--- src/rtl/pipememctl.sv ---
`timescale 1ns/1ps
// pipememctl: MEM stage of a 5-stage pipeline. Holds the EX/MEM and MEM/WB
// pipeline registers and runs a level-held data-memory handshake. A small
// IDLE/BUSY FSM with a wait counter times out accesses that are never acked.
// It also flags misaligned word accesses and freezes upstream stages while an
// access is outstanding.
//
// Ports:
//   clock, reset                 rising-edge clock, synchronous active-high reset
//   ealu, eb, ern                execute-stage result/address, store data, dest reg
//   ewreg, em2reg, ewmem, evalid execute-stage control flags
//   dmem_req, dmem_we            data-memory request (level) and write enable
//   dmem_addr, dmem_wdata        EX/MEM address and store data
//   dmem_rdata, dmem_ack         read data and one-cycle completion pulse
//   mem_stall                    combinational freeze request to upstream
//   wmo, walu, wrn, wwreg, wm2reg MEM/WB register contents
//   mem_err                      sticky errors: [0] timeout, [1] misaligned
module pipememctl (
  input  logic        clock,
  input  logic        reset,
  input  logic [31:0] ealu,
  input  logic [31:0] eb,
  input  logic [4:0]  ern,
  input  logic        ewreg,
  input  logic        em2reg,
  input  logic        ewmem,
  input  logic        evalid,
  output logic        dmem_req,
  output logic        dmem_we,
  output logic [31:0] dmem_addr,
  output logic [31:0] dmem_wdata,
  input  logic [31:0] dmem_rdata,
  input  logic        dmem_ack,
  output logic        mem_stall,
  output logic [31:0] wmo,
  output logic [31:0] walu,
  output logic [4:0]  wrn,
  output logic        wwreg,
  output logic        wm2reg,
  output logic [1:0]  mem_err
);

  localparam int unsigned XLEN = 32;
  localparam int unsigned RW   = 5;
  localparam int unsigned CW   = 4;
  localparam int unsigned EW   = 2;
  localparam logic [CW-1:0] CNT_MAX = '1;

  typedef struct packed {
    logic [XLEN-1:0] alu;
    logic [XLEN-1:0] b;
    logic [RW-1:0]   rn;
    logic            wreg;
    logic            m2reg;
    logic            wmem;
    logic            valid;
  } exmem_t;

  typedef struct packed {
    logic [XLEN-1:0] mo;
    logic [XLEN-1:0] alu;
    logic [RW-1:0]   rn;
    logic            wreg;
    logic            m2reg;
  } memwb_t;

  typedef enum logic {IDLE, BUSY} state_e;

  exmem_t        exmem_q, exmem_d;
  memwb_t        memwb_q, memwb_d;
  state_e        state_q, state_d;
  logic [CW-1:0] cnt_q, cnt_d;
  logic [EW-1:0] err_q, err_d;

  logic is_mem;
  logic misaligned;
  logic memop;
  logic timeout;
  logic complete;
  logic stall;

  // Access classification and handshake completion
  always_comb begin
    is_mem     = exmem_q.valid & (exmem_q.m2reg | exmem_q.wmem);
    misaligned = is_mem & (exmem_q.alu[1:0] != 2'b00);
    memop      = is_mem & ~misaligned;
    timeout    = (state_q == BUSY) & ~dmem_ack & (cnt_q == CNT_MAX);
    complete   = memop & (dmem_ack | timeout);
    stall      = memop & ~complete;
  end

  // Memory-side outputs; reset masks request and stall immediately
  always_comb begin
    dmem_req   = memop & ~reset;
    dmem_we    = memop & ~reset & exmem_q.wmem;
    mem_stall  = stall & ~reset;
    dmem_addr  = exmem_q.alu;
    dmem_wdata = exmem_q.b;
  end

  // Next-state: FSM, wait counter, sticky errors and pipeline registers
  always_comb begin
    state_d = state_q;
    cnt_d   = cnt_q;
    err_d   = err_q;
    exmem_d = exmem_q;
    memwb_d = '0;

    case (state_q)
      IDLE: begin
        if (memop && !dmem_ack) begin
          state_d = BUSY;
          cnt_d   = CW'(1);
        end
      end
      BUSY: begin
        // !memop cannot occur while EX/MEM is frozen; recover to IDLE anyway
        if (!memop || complete) begin
          state_d = IDLE;
          cnt_d   = '0;
        end else begin
          cnt_d = cnt_q + CW'(1);
        end
      end
      default: begin
        state_d = IDLE;
        cnt_d   = '0;
      end
    endcase

    err_d = err_q | {misaligned, memop & timeout};

    if (!stall) begin
      exmem_d = '{alu: ealu, b: eb, rn: ern, wreg: ewreg, m2reg: em2reg,
                  wmem: ewmem, valid: evalid};
      memwb_d.alu   = exmem_q.alu;
      memwb_d.rn    = exmem_q.rn;
      memwb_d.wreg  = exmem_q.wreg  & exmem_q.valid & ~misaligned;
      memwb_d.m2reg = exmem_q.m2reg & exmem_q.valid & ~misaligned;
      // Timed-out or non-load completions return zero
      if (memop && exmem_q.m2reg && dmem_ack) begin
        memwb_d.mo = dmem_rdata;
      end
    end
  end

  // State registers
  always_ff @(posedge clock) begin
    if (reset) begin
      state_q <= IDLE;
      cnt_q   <= '0;
      err_q   <= '0;
      exmem_q <= '0;
      memwb_q <= '0;
    end else begin
      state_q <= state_d;
      cnt_q   <= cnt_d;
      err_q   <= err_d;
      exmem_q <= exmem_d;
      memwb_q <= memwb_d;
    end
  end

  assign wmo     = memwb_q.mo;
  assign walu    = memwb_q.alu;
  assign wrn     = memwb_q.rn;
  assign wwreg   = memwb_q.wreg;
  assign wm2reg  = memwb_q.m2reg;
  assign mem_err = err_q;

endmodule
--- config.mk ---
export PLATFORM = sky130hd
export DESIGN_NAME = pipememctl
export DESIGN_NICKNAME = d
export VERILOG_FILES = /design/src/rtl/pipememctl.sv
export SDC_FILE = /design/constraint.sdc
export NUM_CORES = 1
export LEC_CHECK = 0
export CORE_MARGIN = 8
export CORE_UTILIZATION = 42
export DETAILED_ROUTE_END_ITERATION = 6
export HOLD_SLACK_MARGIN = 0.06
export PLACE_DENSITY = 0.86
export SLEW_MARGIN = 20
export SYNTH_ARGS = -nofsm -noshare
export SYNTH_HDL_FRONTEND = slang
export SYNTH_SLANG_ARGS = --single-unit
--- constraint.sdc ---
create_clock -name clock -period 2.1 [get_ports clock]
set_input_delay 0.42 -clock clock [delete_from_list [all_inputs] [get_ports clock]]
set_output_delay 0.42 -clock clock [all_outputs]
set_load 0.01 [all_outputs]
==> results of run 1 <==
-- metrics by stage --
step | cell area (um^2) | utilization [%] | TNS [ns]
6_report | 8328 | 63.90 | -0.2746
5_1_grt | 8328 | 63.90 | -0.5900
4_1_cts | 8300 | 63.69 | -0.1699
3_5_place_dp | 7670 | 58.85 | -23.20
3_3_place_gp | 7670 | 58.85 | -20.24
2_1_floorplan | 5513 | - | 0
-- repair_timing --
| item | CTS | global route |
|---|---|---|
| setup buffers | 0 | 2 |
| setup endpoints to repair | 3 | 8 |
| gates resized for setup | 20 | 5 |
| pin swaps | 2 | 0 |
-- cell families after synthesis --
family                     count (synthesis)  share of synthesized area [%]
AOI/OAI and AO/OA                        151                          13.81
muxes                                      1                         0.2044
buffers and inverters                    112                          12.93
adders and majority gates                  1                         0.2271
and+or+nand+nor                          171                          17.95
DFF                                      151                          54.88
-- worst max-delay path, delay by kind of cell, from the launching register on --
kind | cells | cell delay (ns)
DFF | 1 | 0.32
and+or+nand+nor | 3 | 0.92
buffers and inverters | 1 | 0.14
-- state kept, by name, summed over array words and instances (netlist names) --
| register | cells |
|---|---|
| dmem_addr | 32 |
| dmem_wdata | 32 |
| walu | 32 |
| wmo | 32 |
| exmem_q | 9 |
| wrn | 5 |
| cnt_q | 4 |
| mem_err | 2 |
| state_q | 1 |
| wm2reg | 1 |
| wwreg | 1 |
-- cells in the final DEF, fill, tap and decap left out, types with 2 or more instances in the layout --
master / netlist / final
sky130_fd_sc_hd__clkbuf_8: 0 / 2
sky130_fd_sc_hd__buf_6: 5 / 6
sky130_fd_sc_hd__dfxtp_1: 151 / 150
sky130_fd_sc_hd__o21ai_0: 71 / 70
sky130_fd_sc_hd__buf_4: 64 / 19
sky130_fd_sc_hd__clkdlybuf4s50_1: 0 / 243
sky130_fd_sc_hd__nand3b_1: 3 / 3
sky130_fd_sc_hd__nand3_1: 72 / 72
sky130_fd_sc_hd__nor3_4: 1 / 3
sky130_fd_sc_hd__bufinv_16: 0 / 4
sky130_fd_sc_hd__clkinv_2: 0 / 5
sky130_fd_sc_hd__and2_1: 70 / 69
sky130_fd_sc_hd__nor2b_1: 4 / 4
sky130_fd_sc_hd__clkbuf_16: 0 / 17
sky130_fd_sc_hd__nor3_1: 3 / 2
sky130_fd_sc_hd__a31oi_1: 2 / 2
sky130_fd_sc_hd__a21oi_1: 77 / 76
sky130_fd_sc_hd__nor2_1: 8 / 7
-- cell type report --
cell class              instances  share of cell area, %
flip-flops and latches        151                  36.31
repair buffers                270                  32.03
multi-input cells             324                  21.69
clock buffers                  20                  5.484
well taps                     176                  2.644
clock inverters                10                  1.833
-- where the power goes --
part	switching, mW	internal (mW)
clock network	1.11	2.03
registers	0.0581	2.98
logic	0.254	0.431
total	1.42	5.44
-- routing by layer --
layer | vias to the layer above | global-route usage [%]
met5 | - | 0
met2 | 160 | 33.86
met1 | 2217 | 20.15
met4 | 4 | 10.33
li1 | 2273 | -
met3 | 43 | 6.981
-- final timing paths --
path | end | startpoint | cells after the start | slack, ns
max reg2reg | dmem_addr[30] | dmem_addr[0] | 5 | 0
min reg2reg | wrn[2] | exmem_q[6] | 1 | 0.45
min | wrn[2] | exmem_q[6] | 1 | 0.45
max | mem_stall | dmem_addr[0] | 4 | -0.11
==> metrics.txt, run 1 <==
Arrival @ worst endpoint 1.79 ns; number of antenna violations at the first check in global routing 2; number of instances in the synthesized netlist 587; total leakage power 3.118 nW; Highest Signal Layer met5; fraction of layout cells with a size suffix above 1 8.774%; number of nets at the end of the flow 873; final number of max-transition violations 0; average via count per standard cell 4.939; class of the most critical setup path reg2out; portion of synthesized cell area occupied by the leading cell type 54.88%; remaining global-route overflow 0; number of global-route vias before repair 4,678; CP Capture Type primary output; final worst path period share 105.2%; detailed placer's ending HPWL 11,660 um; series of cell instances along the critical path or3b_4, or3_4, nor3_4, buf_6; count of port buffers added during placement 247; Synth area leaders sky130_fd_sc_hd__dfxtp_1, sky130_fd_sc_hd__buf_4, sky130_fd_sc_hd__and2_1; drt wl/cell 17.61 um; sequential share of the synthesized area 54.88%; site row count 42; count of fill cells added during filler insertion 1,056; Pre-antenna DRT Iters 4; clock latency of the later-clocked register in the worst-skew pair 0.41 ns; Die X 130.5 um; share of synthesized flip-flops with an asynchronous set or reset 0%; pin count of the biggest net entering global routing 76; library cells used by synthesis 27; power per standard cell area 823.9 nW/um^2; sum of internal, switching and leakage power 6.861 mW; number of vias in the routed layout 4,697; antenna diode count 0; cell area after technology mapping 5508 um^2; type of the tightest min-delay check reg2reg; CTS H-tree depth 4; post-route insts no fill 951; cell total after placement 919; number of top-level pins 248; Die Area 17,030 um^2; measured slew at the worst slew-check pin 0.7341 ns; Area growth syn-to-layout 51.20%; number of flops mapped to enable cells by yosys 0; CTS Buf Count 17; PnR worst setup slack -0.1082 ns; cts-stage hold buffer count 0; maximum clock frequency 452.9 MHz; clock transition at the registers of the reported paths 0.06 ns; clock tree from TritonCTS yes; WL final 16,750 um; Routed met1 length 6243 um; MaxCap Viol Count 0; post-synthesis average cell area 9.383 um^2; RSZ-0062 raised after global routing yes; number of violations reported at the end of detailed-routing iteration 0 270; violations in the final reports setup timing; global routing usage summed across all routing layers 19.44%; count leader, synth sky130_fd_sc_hd__dfxtp_1; largest incremental delay on the critical path 0.40 ns; final hold viol count 0; Fin Clk Skew 0.005809 ns; antenna violation net count after detailed routing 0; number of storage elements in the synthesis netlist 151; worst endpoint required time 1.68 ns; CTS max path bufs 2; final weighted congestion in routability-driven placement 0.7714; area of the multi-input gates 1807 um^2; wire length of the first global-routing pass 25,230 um; VDD IR-drop max 0.4632 mV; clk sinks 151; type of element launching the critical path flip-flop; core footprint 13,030 um^2; register cell area after layout 3024 um^2; most frequently used flop master after synthesis sky130_fd_sc_hd__dfxtp_1; Final setup violation count 3; Post-Place Worst Slack -0.4765 ns; total DRC errors in the routed layout 0; status finished, violations left; final-layout worst hold slack 0.4511 ns; Root Buffer Master sky130_fd_sc_hd__clkbuf_16; Detail Route met2 WL 8524 um; Min Clock Period, post-route 2.208 ns; yosys warns 0; most instantiated cells after synthesis sky130_fd_sc_hd__dfxtp_1, sky130_fd_sc_hd__a21oi_1, sky130_fd_sc_hd__nand3_1; slowest cell on the critical path sky130_fd_sc_hd__or3b_4; syn nets 696; total met3 wirelength after detailed routing 1335 um; Slew HR 51.06%; initial standard-cell utilization of the core 42.26%; height of the die 130.5 um; Yosys top cell by area sky130_fd_sc_hd__dfxtp_1; top fanout value on the critical path 2
Note: power is estimated with default switching activity, not from simulation.
==> inputs of run 2 (changes only) <==
--- a/config.mk
+++ b/config.mk
@@ -10,6 +10,7 @@
 export DETAILED_ROUTE_END_ITERATION = 6
 export HOLD_SLACK_MARGIN = 0.06
 export PLACE_DENSITY = 0.86
+export SKIP_LAST_GASP = 1
 export SLEW_MARGIN = 20
 export SYNTH_ARGS = -nofsm -noshare
 export SYNTH_HDL_FRONTEND = slang
==> run 2 against run 1 <==
Effect of this change: the flow still finishes with violations (setup timing); die area unchanged; global-route usage about the same; core utilization unchanged; flip-flop and latch count unchanged; final area unchanged.
==> metrics.txt, run 2 (same netlist as run 1, synthesis figures left out) <==
status finished, violations left (unchanged); violations in the final reports setup timing (unchanged); height of the die 130.5 um (unchanged); number of cells on the worst reg-to-reg path 5 (unchanged); number of vias in the routed layout 4,740 (was 4,697); reg-to-reg setup timing slack 0 ns (about the same); global routing usage summed across all routing layers 19.43% (was 19.44%); utilization after layout 63.90% (unchanged); final worst path period share 105.2% (about the same); Placed Instance Area 7670 um^2 (unchanged); detailed placer's ending HPWL 11,660 um (unchanged); cell total after placement 919 (unchanged); number of antenna violations at the first check in global routing 2 (unchanged); sum of internal, switching and leakage power 6.865 mW (was 6.861 mW); CTS H-tree depth 4 (unchanged); count of port buffers added during placement 247 (unchanged); site row count 42 (unchanged); antenna diode count 0 (unchanged); Hold Path Depth 1 (unchanged); final number of max-transition violations 0 (unchanged); Die Area 17,030 um^2 (unchanged); pin count of the biggest net entering global routing 76 (unchanged); number of top-level pins 248 (unchanged); class of the most critical setup path reg2out (unchanged); Slew HR 50.34% (was 51.06%); total DRC errors in the routed layout 0 (unchanged); Area growth syn-to-layout 51.20% (unchanged); HP Start exmem_q[6] (unchanged); measured slew at the worst slew-check pin 0.7448 ns (was 0.7341 ns); Hold Crit Endpoint wrn[2] (unchanged); Min Clock Period, post-route 2.208 ns (about the same); Final TNS setup -0.2785 ns (was -0.2746 ns); power per standard cell area 824.3 nW/um^2 (was 823.9 nW/um^2); remaining global-route overflow 0 (unchanged); antenna violation net count after detailed routing 0 (unchanged); CTS Buf Count 17 (unchanged); startpoint of the most critical register-to-register path dmem_addr[0] (unchanged); Root Buffer Master sky130_fd_sc_hd__clkbuf_16 (unchanged); Final Instance Area 8328 um^2 (unchanged); clock transition at the registers of the reported paths 0.06 ns (about the same); post-route insts no fill 951 (unchanged); MaxCap Viol Count 0 (unchanged); Die X 130.5 um (unchanged); type of element launching the critical path flip-flop (unchanged); VDD IR-drop max 0.4633 mV (was 0.4632 mV); Fin Clk Skew 0.006025 ns (was 0.005809 ns); CP Capture Type primary output (unchanged); final weighted congestion in routability-driven placement 0.7714 (unchanged); count of fill cells added during filler insertion 1,056 (unchanged); CTS max path bufs 2 (unchanged); clk sinks 151 (unchanged); initial standard-cell utilization of the core 42.26% (unchanged); core footprint 13,030 um^2 (unchanged); PnR worst setup slack -0.1083 ns (was -0.1082 ns); total leakage power 3.118 nW (about the same); fraction of layout cells with a size suffix above 1 8.774% (unchanged); final hold viol count 0 (unchanged); r2r endpoint dmem_addr[30] (unchanged); register cell area after layout 3024 um^2 (unchanged); Arrival @ worst endpoint 1.79 ns (about the same); RSZ-0062 raised after global routing yes (unchanged); final-layout worst hold slack 0.4505 ns (was 0.4511 ns); number of global-route vias before repair 4,691 (was 4,678); drt wl/cell 17.66 um (was 17.61 um); maximum clock frequency 452.8 MHz (was 452.9 MHz); type of the tightest min-delay check reg2reg (unchanged); clock tree from TritonCTS yes (unchanged); WL final 16,800 um (was 16,750 um); wire length of the first global-routing pass 25,220 um (was 25,230 um); Post-Place Worst Slack -0.4765 ns (unchanged); most used cells in the layout excluding fill and tap cells sky130_fd_sc_hd__clkdlybuf4s50_1, sky130_fd_sc_hd__dfxtp_1, sky130_fd_sc_hd__a21oi_1 (unchanged); top fanout value on the critical path 2 (unchanged); average via count per standard cell 4.984 (was 4.939); clock latency of the later-clocked register in the worst-skew pair 0.41 ns (about the same); number of violations reported at the end of detailed-routing iteration 0 254 (was 270); area of the multi-input gates 1807 um^2 (unchanged); Final setup violation count 4 (was 3); commonest non-fill, non-tap cell in the layout sky130_fd_sc_hd__clkdlybuf4s50_1 (unchanged); number of nets at the end of the flow 873 (unchanged); Pre-antenna DRT Iters 4 (unchanged); worst endpoint required time 1.68 ns (about the same)
run 2: final cells by class:
class / count / area share, %
timing repair buffer: 270 / 32.03
clock buffer: 20 / 5.484
clock inverter: 10 / 1.833
sequential: 151 / 36.31
tap: 176 / 2.644
multi-input combinational: 324 / 21.69
run 2: metal layers:
metal	vias up	track usage, %	routed length [um]
li1	2273	-	-
met1	2234	20.03	6219
met2	184	33.95	8528
met3	45	7.021	1391
met4	4	10.33	633
met5	-	0	26
run 2: power by group:
| group | switching [mW] | internal (mW) | leakage (nW) |
|---|---|---|---|
| Clock | 1.11 | 2.03 | 0.301 |
| Sequential | 0.0581 | 2.98 | 1.24 |
| Combinational | 0.255 | 0.431 | 1.57 |
run 2: worst max path at each step:
stage | start | endpoint | cells past startpoint
after global routing | dmem_addr[0] | mem_stall | 4
final | dmem_addr[0] | mem_stall | 4
after CTS | dmem_addr[0] | mem_stall | 4
after floorplan | dmem_addr[0] | mem_stall | 6
after detailed placement | dmem_ack | mem_stall | 4
after global placement | dmem_ack | mem_stall | 4
run 2: what timing repair did:
item,4_1_cts,5_1_grt
setup endpoints to repair,3,74
gates resized for setup,19,5
hold buffers,0,0
pin swaps,2,0
endpoints found under the hold margin,0,0
buffers inserted,0,2
run 2: worst max-delay path, stage by stage, from the launching register on:
cell	delay (ns)
sky130_fd_sc_hd__dfxtp_2	0.32
sky130_fd_sc_hd__or3b_4	0.40
sky130_fd_sc_hd__or3_4	0.35
sky130_fd_sc_hd__nor3_4	0.17
sky130_fd_sc_hd__buf_6	0.14
==> inputs of run 3 (changes only) <==
--- a/config.mk
+++ b/config.mk
@@ -7,6 +7,7 @@
 export LEC_CHECK = 0
 export CORE_MARGIN = 8
 export CORE_UTILIZATION = 42
+export CTS_BUF_LIST = sky130_fd_sc_hd__clkbuf_8 sky130_fd_sc_hd__clkbuf_16
 export DETAILED_ROUTE_END_ITERATION = 6
 export HOLD_SLACK_MARGIN = 0.06
 export PLACE_DENSITY = 0.86
==> run 3 against run 2 <==
Effect of this change: the run still ends with setup timing left; die area unchanged; register-to-register slack is essentially flat; clock-buffer cell count is 1 lower; clock power is essentially flat; combinational power hardly changed; via count down 0.25%; final cell count unchanged; total power is essentially flat; maximum frequency is essentially flat; largest cell class unchanged.
==> metrics.txt, run 3 (same netlist as run 1, synthesis figures left out) <==
measured slew at the worst slew-check pin 0.7439 ns (was 0.7448 ns); Final setup violation count 4 (unchanged); fraction of layout cells with a size suffix above 1 8.774% (unchanged); type of element launching the critical path flip-flop (unchanged); MaxCap Viol Count 0 (unchanged); antenna diode count 0 (unchanged); Root Buffer Master sky130_fd_sc_hd__clkbuf_16 (unchanged); logic depth of the worst path, buffers included 4 (unchanged); WL final 16,800 um (unchanged); startpoint of the most critical register-to-register path dmem_addr[0] (unchanged); clk sinks 151 (unchanged); status finished, violations left (unchanged); wire length of the first global-routing pass 25,220 um (unchanged); routing usage on met1 20.03% (unchanged); PnR worst setup slack -0.1092 ns (was -0.1083 ns); count of port buffers added during placement 247 (unchanged); Hold Path Depth 1 (unchanged); total DRC errors in the routed layout 0 (unchanged); series of cell instances along the critical path or3b_4, or3_4, nor3_4, buf_6 (unchanged); number of cells on the worst reg-to-reg path 5 (unchanged); cell total after placement 919 (unchanged); final number of max-transition violations 0 (unchanged); cts-stage hold buffer count 0 (unchanged); detailed placer's ending HPWL 11,660 um (unchanged); number of vias in the routed layout 4,728 (was 4,740); Arrival @ worst endpoint 1.79 ns (about the same); Pre-antenna DRT Iters 4 (unchanged); core footprint 13,030 um^2 (unchanged); drt wl/cell 17.66 um (unchanged); Post-Place Worst Slack -0.4765 ns (unchanged); top fanout value on the critical path 2 (unchanged); CTS max path bufs 2 (unchanged); violations in the final reports setup timing (unchanged); reg-to-reg setup timing slack 0 ns (about the same); CP Capture Type primary output (unchanged); height of the die 130.5 um (unchanged); maximum clock frequency 452.7 MHz (was 452.8 MHz); Die Area 17,030 um^2 (unchanged); site row count 42 (unchanged); total leakage power 3.122 nW (was 3.118 nW); largest incremental delay on the critical path 0.40 ns (about the same); remaining global-route overflow 0 (unchanged); grt peak-use layer met2 (unchanged); Min Clock Period, post-route 2.209 ns (was 2.208 ns); number of nets at the end of the flow 873 (unchanged); clock tree from TritonCTS yes (unchanged); worst path bufs/invs 1 (unchanged); Slew HR 50.41% (was 50.34%); Fin Clk Skew 0.006016 ns (was 0.006025 ns); class of the most critical setup path reg2out (unchanged); average via count per standard cell 4.972 (was 4.984); final worst path period share 105.2% (about the same); final weighted congestion in routability-driven placement 0.7714 (unchanged); RSZ-0062 raised after global routing yes (unchanged); sum of internal, switching and leakage power 6.862 mW (was 6.865 mW); HP Start exmem_q[6] (unchanged); pin count of the biggest net entering global routing 76 (unchanged); number of antenna violations at the first check in global routing 2 (unchanged); number of top-level pins 248 (unchanged); global routing usage summed across all routing layers 19.43% (unchanged); type of the tightest min-delay check reg2reg (unchanged); GRT met3 Usage 7.021% (unchanged); Area growth syn-to-layout 51.20% (unchanged); VDD IR-drop max 0.4632 mV (was 0.4633 mV); CTS Buf Count 17 (unchanged); number of violations reported at the end of detailed-routing iteration 0 258 (was 254); power per standard cell area 824.0 nW/um^2 (was 824.3 nW/um^2); final hold viol count 0 (unchanged); CTS H-tree depth 4 (unchanged); antenna violation net count after detailed routing 0 (unchanged); most used cells in the layout excluding fill and tap cells sky130_fd_sc_hd__clkdlybuf4s50_1, sky130_fd_sc_hd__dfxtp_1, sky130_fd_sc_hd__a21oi_1 (unchanged); worst endpoint required time 1.68 ns (about the same); Largest delay share family, worst path simple AND/OR/NAND/NOR gates (unchanged); final-layout worst hold slack 0.4505 ns (about the same); initial standard-cell utilization of the core 42.26% (unchanged); Critical Path Start dmem_addr[0] (unchanged); clock latency of the later-clocked register in the worst-skew pair 0.41 ns (about the same); number of global-route vias before repair 4,691 (unchanged); Die X 130.5 um (unchanged); commonest non-fill, non-tap cell in the layout sky130_fd_sc_hd__clkdlybuf4s50_1 (unchanged); slowest cell on the critical path sky130_fd_sc_hd__or3b_4 (unchanged); clock transition at the registers of the reported paths 0.06 ns (about the same); global-route track usage on met2 33.95% (unchanged); post-route insts no fill 951 (unchanged)
-- run 3: cell types whose count changed in the layout (fill, tap and decap cells not counted) --
cell and change:
sky130_fd_sc_hd__inv_1 +1, sky130_fd_sc_hd__clkbuf_1 -1
-- run 3: final timing paths --
kind / endpoint
worst max-delay path: mem_stall
worst min-delay path: wrn[2]
worst max register to register: dmem_addr[30]
worst min register to register: wrn[2]
-- run 3: area by class of cell --
type,instances,area (um^2)
clock inverters,11,156.4
repair buffers,270,2668
clock buffers,19,452.9
well taps,176,220.2
multi-input cells,324,1807
fillers,1056,4705
flip-flops and latches,151,3024
-- run 3: where the power goes --
part	total, mW	internal [mW]	switching [mW]
registers	3.04	2.98	0.0582
logic	0.686	0.431	0.255
clock network	3.13	2.02	1.11
total	6.86	5.44	1.43
-- run 3: through the flow --
step / utilization, % / cell area [um^2] / setup TNS (ns)
4_1_cts: 63.66 / 8297 / -0.1768
2_1_floorplan: - / 5513 / 0
6_report: 63.90 / 8328 / -0.2803
3_5_place_dp: 58.85 / 7670 / -23.20
5_1_grt: 63.90 / 8328 / -0.6339
3_3_place_gp: 58.85 / 7670 / -20.24
-- run 3: routing by layer --
layer	share of wire, %	vias to the layer above
met5	0.15	-
met4	3.8	4
met3	8.4	46
met2	51	179
met1	37	2226
li1	-	2273
-- run 3: timing repair --
action                                  4_1_cts  5_1_grt
hold endpoints to repair                      0        0
pin swaps                                     2        0
endpoints found under the setup margin        3       74
gates resized for setup                      19        5
setup buffers                                 0        2
-- run 3: worst register-to-register path, cell delays in order (launching register included) --
cell	delay, ns
sky130_fd_sc_hd__dfxtp_2	0.32
sky130_fd_sc_hd__or3b_4	0.40
sky130_fd_sc_hd__or3_4	0.35
sky130_fd_sc_hd__buf_4	0.37
sky130_fd_sc_hd__o21ai_0	0.40
sky130_fd_sc_hd__a21oi_1	0.13
